File: src/rtl/binning_pkg.sv
// Shared constants and width helpers for the 4x4 mask binning / unbinning path.
// Full-resolution defaults live here so the binning and unbinning sides agree.
package binning_pkg;

    localparam int unsigned DEFAULT_KERNEL_SIZE = 4;
    localparam int unsigned DEFAULT_SHIFT       = $clog2(DEFAULT_KERNEL_SIZE);
    localparam int unsigned DEFAULT_HRES        = 1280;
    localparam int unsigned DEFAULT_VRES        = 720;

    function automatic int unsigned hwidth(input int unsigned hres);
        return $clog2(hres);
    endfunction

    function automatic int unsigned vwidth(input int unsigned vres);
        return $clog2(vres);
    endfunction

    localparam int unsigned DEFAULT_BIN_HWIDTH = hwidth(DEFAULT_HRES) - DEFAULT_SHIFT;
    localparam int unsigned DEFAULT_BIN_VWIDTH = vwidth(DEFAULT_VRES) - DEFAULT_SHIFT;

endpackage

File: src/rtl/xilinx_true_dual_port_read_first_1_clock_ram.sv
// True dual-port, read-first, single-clock block RAM with an optional output
// register stage (HIGH_PERFORMANCE adds one cycle of read latency).
module xilinx_true_dual_port_read_first_1_clock_ram #(
    parameter int unsigned RAM_WIDTH       = 18,
    parameter int unsigned RAM_DEPTH       = 1024,
    parameter string       RAM_PERFORMANCE = "HIGH_PERFORMANCE",
    localparam int unsigned ADDR_W         = $clog2(RAM_DEPTH)
) (
    input  logic [ADDR_W-1:0]    addra,
    input  logic [ADDR_W-1:0]    addrb,
    input  logic [RAM_WIDTH-1:0] dina,
    input  logic [RAM_WIDTH-1:0] dinb,
    input  logic                 clka,
    input  logic                 wea,
    input  logic                 web,
    input  logic                 ena,
    input  logic                 enb,
    input  logic                 rsta,
    input  logic                 rstb,
    input  logic                 regcea,
    input  logic                 regceb,
    output logic [RAM_WIDTH-1:0] douta,
    output logic [RAM_WIDTH-1:0] doutb
);

    logic [RAM_WIDTH-1:0] ram [RAM_DEPTH];
    logic [RAM_WIDTH-1:0] ram_data_a;
    logic [RAM_WIDTH-1:0] ram_data_b;

    // Both ports share one process so the array has a single driver; reads return old data.
    always_ff @(posedge clka) begin
        if (ena) begin
            if (wea) ram[addra] <= dina;
            ram_data_a <= ram[addra];
        end
        if (enb) begin
            if (web) ram[addrb] <= dinb;
            ram_data_b <= ram[addrb];
        end
    end

    if (RAM_PERFORMANCE == "LOW_LATENCY") begin : g_no_out_reg
        assign douta = ram_data_a;
        assign doutb = ram_data_b;
    end else begin : g_out_reg
        logic [RAM_WIDTH-1:0] douta_reg;
        logic [RAM_WIDTH-1:0] doutb_reg;

        always_ff @(posedge clka) begin
            if (rsta)        douta_reg <= '0;
            else if (regcea) douta_reg <= ram_data_a;
            if (rstb)        doutb_reg <= '0;
            else if (regceb) doutb_reg <= ram_data_b;
        end

        assign douta = douta_reg;
        assign doutb = doutb_reg;
    end

endmodule

File: src/rtl/unbinning.sv
// Upscales the binned 1-bit mask back to full resolution: two tagged ping-pong
// row buffers, each binned pixel replicated over a KERNEL_SIZE x KERNEL_SIZE block.
module unbinning
    import binning_pkg::*;
#(
    parameter int unsigned  HRES        = DEFAULT_HRES,
    parameter int unsigned  VRES        = DEFAULT_VRES,
    parameter int unsigned  KERNEL_SIZE = DEFAULT_KERNEL_SIZE,
    localparam int unsigned SHIFT       = $clog2(KERNEL_SIZE),
    localparam int unsigned HWIDTH      = hwidth(HRES),
    localparam int unsigned VWIDTH      = vwidth(VRES)
) (
    input  logic                      clk_in,
    input  logic                      rst_n_in,
    input  logic [HWIDTH-SHIFT-1:0]   bin_hcount_in,
    input  logic [VWIDTH-SHIFT-1:0]   bin_vcount_in,
    input  logic                      bin_pixel_in,
    input  logic                      bin_valid_in,
    input  logic [HWIDTH-1:0]         hcount_in,
    input  logic [VWIDTH-1:0]         vcount_in,
    input  logic                      req_valid_in,
    output logic                      pixel_data_out,
    output logic [HWIDTH-1:0]         hcount_out,
    output logic [VWIDTH-1:0]         vcount_out,
    output logic                      data_valid_out,
    output logic                      row_miss_out
);

    localparam int unsigned BIN_HW   = HWIDTH - SHIFT;
    localparam int unsigned BIN_VW   = VWIDTH - SHIFT;
    localparam int unsigned BIN_COLS = HRES / KERNEL_SIZE;
    localparam int unsigned ADDR_W   = $clog2(BIN_COLS);
    localparam logic [BIN_HW-1:0] LAST_COL = BIN_HW'(BIN_COLS - 1);

    logic [BIN_VW-1:0] tag [2];
    logic [1:0]        tag_valid;

    logic [BIN_VW-1:0] req_row;
    logic [ADDR_W-1:0] req_col;
    logic              req_bank;
    logic              hit;

    logic [ADDR_W-1:0] wr_addr;
    logic              wr_bank;
    logic              wr_en;

    logic [1:0]        douta_unused;
    logic [1:0]        doutb;

    logic              valid_q1, valid_q2;
    logic              hit_q1,   hit_q2;
    logic              bank_q1,  bank_q2;
    logic [HWIDTH-1:0] hcount_q1;
    logic [VWIDTH-1:0] vcount_q1;

    assign req_row  = BIN_VW'(vcount_in >> SHIFT);
    assign req_col  = ADDR_W'(hcount_in >> SHIFT);
    assign req_bank = req_row[0];
    assign hit      = tag_valid[req_bank] && (tag[req_bank] == req_row);

    assign wr_bank  = bin_vcount_in[0];
    assign wr_addr  = ADDR_W'(bin_hcount_in);
    assign wr_en    = bin_valid_in && (bin_hcount_in <= LAST_COL);

    // A row becomes resident only once its last column lands; its first column evicts the old row.
    always_ff @(posedge clk_in or negedge rst_n_in) begin
        if (!rst_n_in) begin
            for (int unsigned i = 0; i < 2; i++) tag[i] <= '0;
            tag_valid <= '0;
        end else if (wr_en) begin
            if (bin_hcount_in == '0) tag_valid[wr_bank] <= 1'b0;
            if (bin_hcount_in == LAST_COL) begin
                tag[wr_bank]       <= bin_vcount_in;
                tag_valid[wr_bank] <= 1'b1;
            end
        end
    end

    for (genvar b = 0; b < 2; b++) begin : g_bank
        xilinx_true_dual_port_read_first_1_clock_ram #(
            .RAM_WIDTH       (1),
            .RAM_DEPTH       (BIN_COLS),
            .RAM_PERFORMANCE ("HIGH_PERFORMANCE")
        ) u_ram (
            .addra  (wr_addr),
            .addrb  (req_col),
            .dina   (bin_pixel_in),
            .dinb   (1'b0),
            .clka   (clk_in),
            .wea    (wr_en && (wr_bank == 1'(b))),
            .web    (1'b0),
            .ena    (1'b1),
            .enb    (1'b1),
            .rsta   (1'b0),
            .rstb   (1'b0),
            .regcea (1'b1),
            .regceb (1'b1),
            .douta  (douta_unused[b]),
            .doutb  (doutb[b])
        );
    end

    always_ff @(posedge clk_in or negedge rst_n_in) begin
        if (!rst_n_in) begin
            valid_q1   <= 1'b0;
            valid_q2   <= 1'b0;
            hit_q1     <= 1'b0;
            hit_q2     <= 1'b0;
            bank_q1    <= 1'b0;
            bank_q2    <= 1'b0;
            hcount_q1  <= '0;
            vcount_q1  <= '0;
            hcount_out <= '0;
            vcount_out <= '0;
        end else begin
            valid_q1   <= req_valid_in;
            valid_q2   <= valid_q1;
            hit_q1     <= hit;
            hit_q2     <= hit_q1;
            bank_q1    <= req_bank;
            bank_q2    <= bank_q1;
            hcount_q1  <= hcount_in;
            vcount_q1  <= vcount_in;
            hcount_out <= hcount_q1;
            vcount_out <= vcount_q1;
        end
    end

    // Gating by the reset-cleared valid makes these outputs drop to 0 asynchronously.
    assign data_valid_out = valid_q2;
    assign row_miss_out   = valid_q2 & ~hit_q2;
    assign pixel_data_out = valid_q2 & hit_q2 & doutb[bank_q2];

endmodule

File: config.mk
export PLATFORM = sky130hd
export DESIGN_NAME = unbinning
export DESIGN_NICKNAME = d
export VERILOG_FILES = /design/src/rtl/binning_pkg.sv /design/src/rtl/xilinx_true_dual_port_read_first_1_clock_ram.sv /design/src/rtl/unbinning.sv
export SDC_FILE = /design/constraint.sdc
export NUM_CORES = 1
export LEC_CHECK = 0
export BUFFER_PORTS_ARGS = -buffer_cell sky130_fd_sc_hd__buf_2
export CAP_MARGIN = 30
export CORE_ASPECT_RATIO = 1.1
export CORE_MARGIN = 2
export CORE_UTILIZATION = 40
export DETAILED_ROUTE_END_ITERATION = 16
export PLACE_DENSITY_LB_ADDON = 0.05
export SYNTH_ARGS = -nofsm -noshare
export SYNTH_HDL_FRONTEND = slang
export SYNTH_HIERARCHICAL = 1
export SYNTH_SLANG_ARGS = --single-unit
File: constraint.sdc
create_clock -name clk_in -period 2.3 [get_ports clk_in]
set_clock_uncertainty 0.05 [all_clocks]
set_input_delay 0.46 -clock clk_in [delete_from_list [all_inputs] [get_ports clk_in]]
set_output_delay 0.46 -clock clk_in [all_outputs]
set_load 0.01 [all_outputs]
==> metrics.md <==
| Metric | Value |
|---|---|
| Gr ovfl total | `0` |
| Vias in the first global route | `32.9k` |
| Crit path kind | `flop to flop` |
| Count of final max-slew check failures | `1312` |
| Worst Tran Pin Value | `2.26 ns` |
| CP delay by family, top | `multiplexers` |
| Critical-path top delay cell | `mux4_2` |
| Final wirelength | `158 mm` |
| CP endpoint kind | `flop` |
| Clock Pin Slew Worst Setup and Hold Paths | `~0.06 ns` |
| Hold Startpoint | `bin_vcount_in[0]` |
| Final setup fails | `2` |
| Final min period | `2.53 ns` |
| Post-Syn Area per Cell | `11.2 µm²` |
| Worst skew pair latency | `0.67 ns` |
| RSZ-0062 raised after global routing | `yes` |
| Area of placed instances | `46400 µm²` |
| Final Hold Fails | `0` |
| Crit-path max FO | `1` |
| CP Data Arrival Time | `2.88 ns` |
| CP Launch Point | `g_bank[1].u_ram/ram[2]` |
| Io pins | `67` |
| Total number of vias | `about 33k` |
| Synthesized area | `43500 µm²` |
| Number of DRC markers in iteration 0 | `3155` |
| PD cells | `608 nW/µm²` |
| Hpwl dp | `92.0 mm` |
| Max Freq | `~400 MHz` |
| Starting Density | `between 40% and 50%` |
| Total CTS buffers | `87` |
| Layout cells sized above 1 | `34.5%` |
| HP Class | `input pin to flop` |
| Slew HR | `-50.8%` |
| Total power | `30.3 mW` |
| Design area | `~50000 µm²` |
| Final #Nets | `3842` |
| Final ANT Viol Nets | `0` |
| Port Buffer Count | `66` |
| Cells after synthesis | `3881` |
| Worst VDD drop | `about 0.00056 V` |
| Max_cap viols | `0` |
| Total GRT Usage | `between 20 and 30%` |
| Failing checks | `slew limit, setup timing` |
| H-Tree Depth | `3` |
| Largest register by flop count | `g_bank.u_ram/ram` |
| Clock sinks | `708` |
| YS warnings | `6` |
| Antenna violations before repair | `5` |
| Final Cycle Share | `110%` |
| Largest registers | `g_bank.u_ram/ram x640, tag x16` |
| CP most frequent cell | `mux4_2` |
| Worst path required time | `2.65 ns` |
| DRC viols | `0` |
| Slowest Stage Delay on Critical Path | `roughly 0.5 ns` |
| Die area | `roughly 110000 µm²` |
| CTS tree | `done` |
| CP startpoint kind | `flop` |
| CP bufs+invs | `1` |
| Final Util | `46.3%` |
| Die Height | `between 300 and 400 µm` |
| Post-CTS Repair Setup Buffers | `0` |
| Area Overhead vs Synth | `14.5%` |
| Largest net degree at the start of global routing | `101` |
| Critical R2R Launch | `g_bank[1].u_ram/ram[2]` |
| CP cell instances | `mux4_2 > mux4_2 > a21oi_2 > o21ai_2 > a2111oi_4 > buf_4 > o211ai_1` |
| Clock Tree Buf Depth | `3` |
| Num rows | `126` |
| Leak | `15.1 nW` |
| First-pass GRT wire length | `227 mm` |
| Clock root buffer | `clkbuf_16` |
| Initial DRT Pass Iterations | `5` |
| Core ar. | `108000 µm²` |
| Max reg flops | `640` |
| Die X | `318 µm` |
| Final setup margin | `-0.232 ns` |
| Vias per cell | `6.30` |
| Outcome | `finished with violations` |
| Routability congestion estimate | `between 0.8 and 0.9` |
| WL/cell | `about 30 µm` |
-- power by group --
part	switching [mW]	internal, mW	total, mW	leakage, nW
Clock	5.69	7.51	13.2	1.31
Sequential	0.0313	14.1	14.1	6.57
Combinational	1.68	1.25	2.93	7.24
Total	7.40	22.9	30.3	15.1
-- path summary, 6_finish.rpt --
| kind | cells past startpoint | slack (ns) | to |
|---|---|---|---|
| max | 7 | -0.23 | g_bank[1].u_ram/ram_data_b |
| min | 2 | 0.07 | flop |
| max reg2reg | 7 | -0.23 | g_bank[1].u_ram/ram_data_b |
| min reg2reg | 0 | 0.30 | hcount_out[8] |
| max in group asynchronous | 2 | 1.22 | hcount_q1[5] |
| min in group asynchronous | 2 | 0.40 | vcount_q1[0] |
-- area by class of cell --
cell class / count / area (µm²)
fill: 9839 / 57700
inverter: 12 / 45.0
clock buffer: 113 / 2390
sequential: 708 / 20900
multi-input combinational: 2600 / 20300
antenna: 1 / 2.50
timing repair buffer: 390 / 4050
clock inverter: 42 / 268
tap: 1408 / 1760
-- layout by cell type, fill, tap and decap left out, types with 5 or more instances in the layout --
cell type,instances
nor2_1,678
mux2_2,657
o22ai_1,642
edfxtp_1,642
buf_4,221
nand2_1,175
mux4_2,164
clkbuf_16,90
dfrtp_1,64
buf_2,61
buf_12,56
mux2i_1,39
conb_1,28
nand3_1,26
nor2b_1,25
buf_16,24
dlygate4sd3_1,21
clkbuf_1,18
clkinv_1,18
nor3_1,17
a21oi_1,16
nor3b_1,15
clkinv_2,15
o21ai_0,13
inv_1,12
a22oi_1,8
nand2b_1,7
mux2_4,7
a211oi_1,7
xor2_1,6
nand4_1,6
a31oi_1,5
clkbuf_8,5
buf_8,5
-- per-stage QoR --
step | worst slack (ns) | std cells | hold slack (ns) | setup TNS, ns
4_1_cts | -0.282 | 5258 | 0.0393 | -0.387
2_1_floorplan | -0.245 | 3907 | 0.114 | -0.489
3_3_place_gp | -1.11 | 5071 | 0.282 | -141.40
3_5_place_dp | -1.03 | 5083 | 0.285 | -173.23
5_1_grt | -0.287 | 5273 | 0.0730 | -0.429
6_report | -0.232 | 5274 | 0.0715 | -0.300
-- layer usage --
layer / share of wire, % / GRT usage (%) / routed length, µm
met1: 40 / 34.6 / 62600
met2: 50 / 48.3 / 78700
met4: 4.3 / 11.6 / 6800
met5: 0.0051 / 0 / 8
met3: 6.2 / 3.47 / 9830
-- what timing repair did --
item	4_1_cts	5_1_grt
gates resized for setup	12	6
endpoints found under the hold margin	91	0
hold buffers	21	0
pin swaps	4	5
setup endpoints to repair	2	2
(Power assumes the default switching activity.)
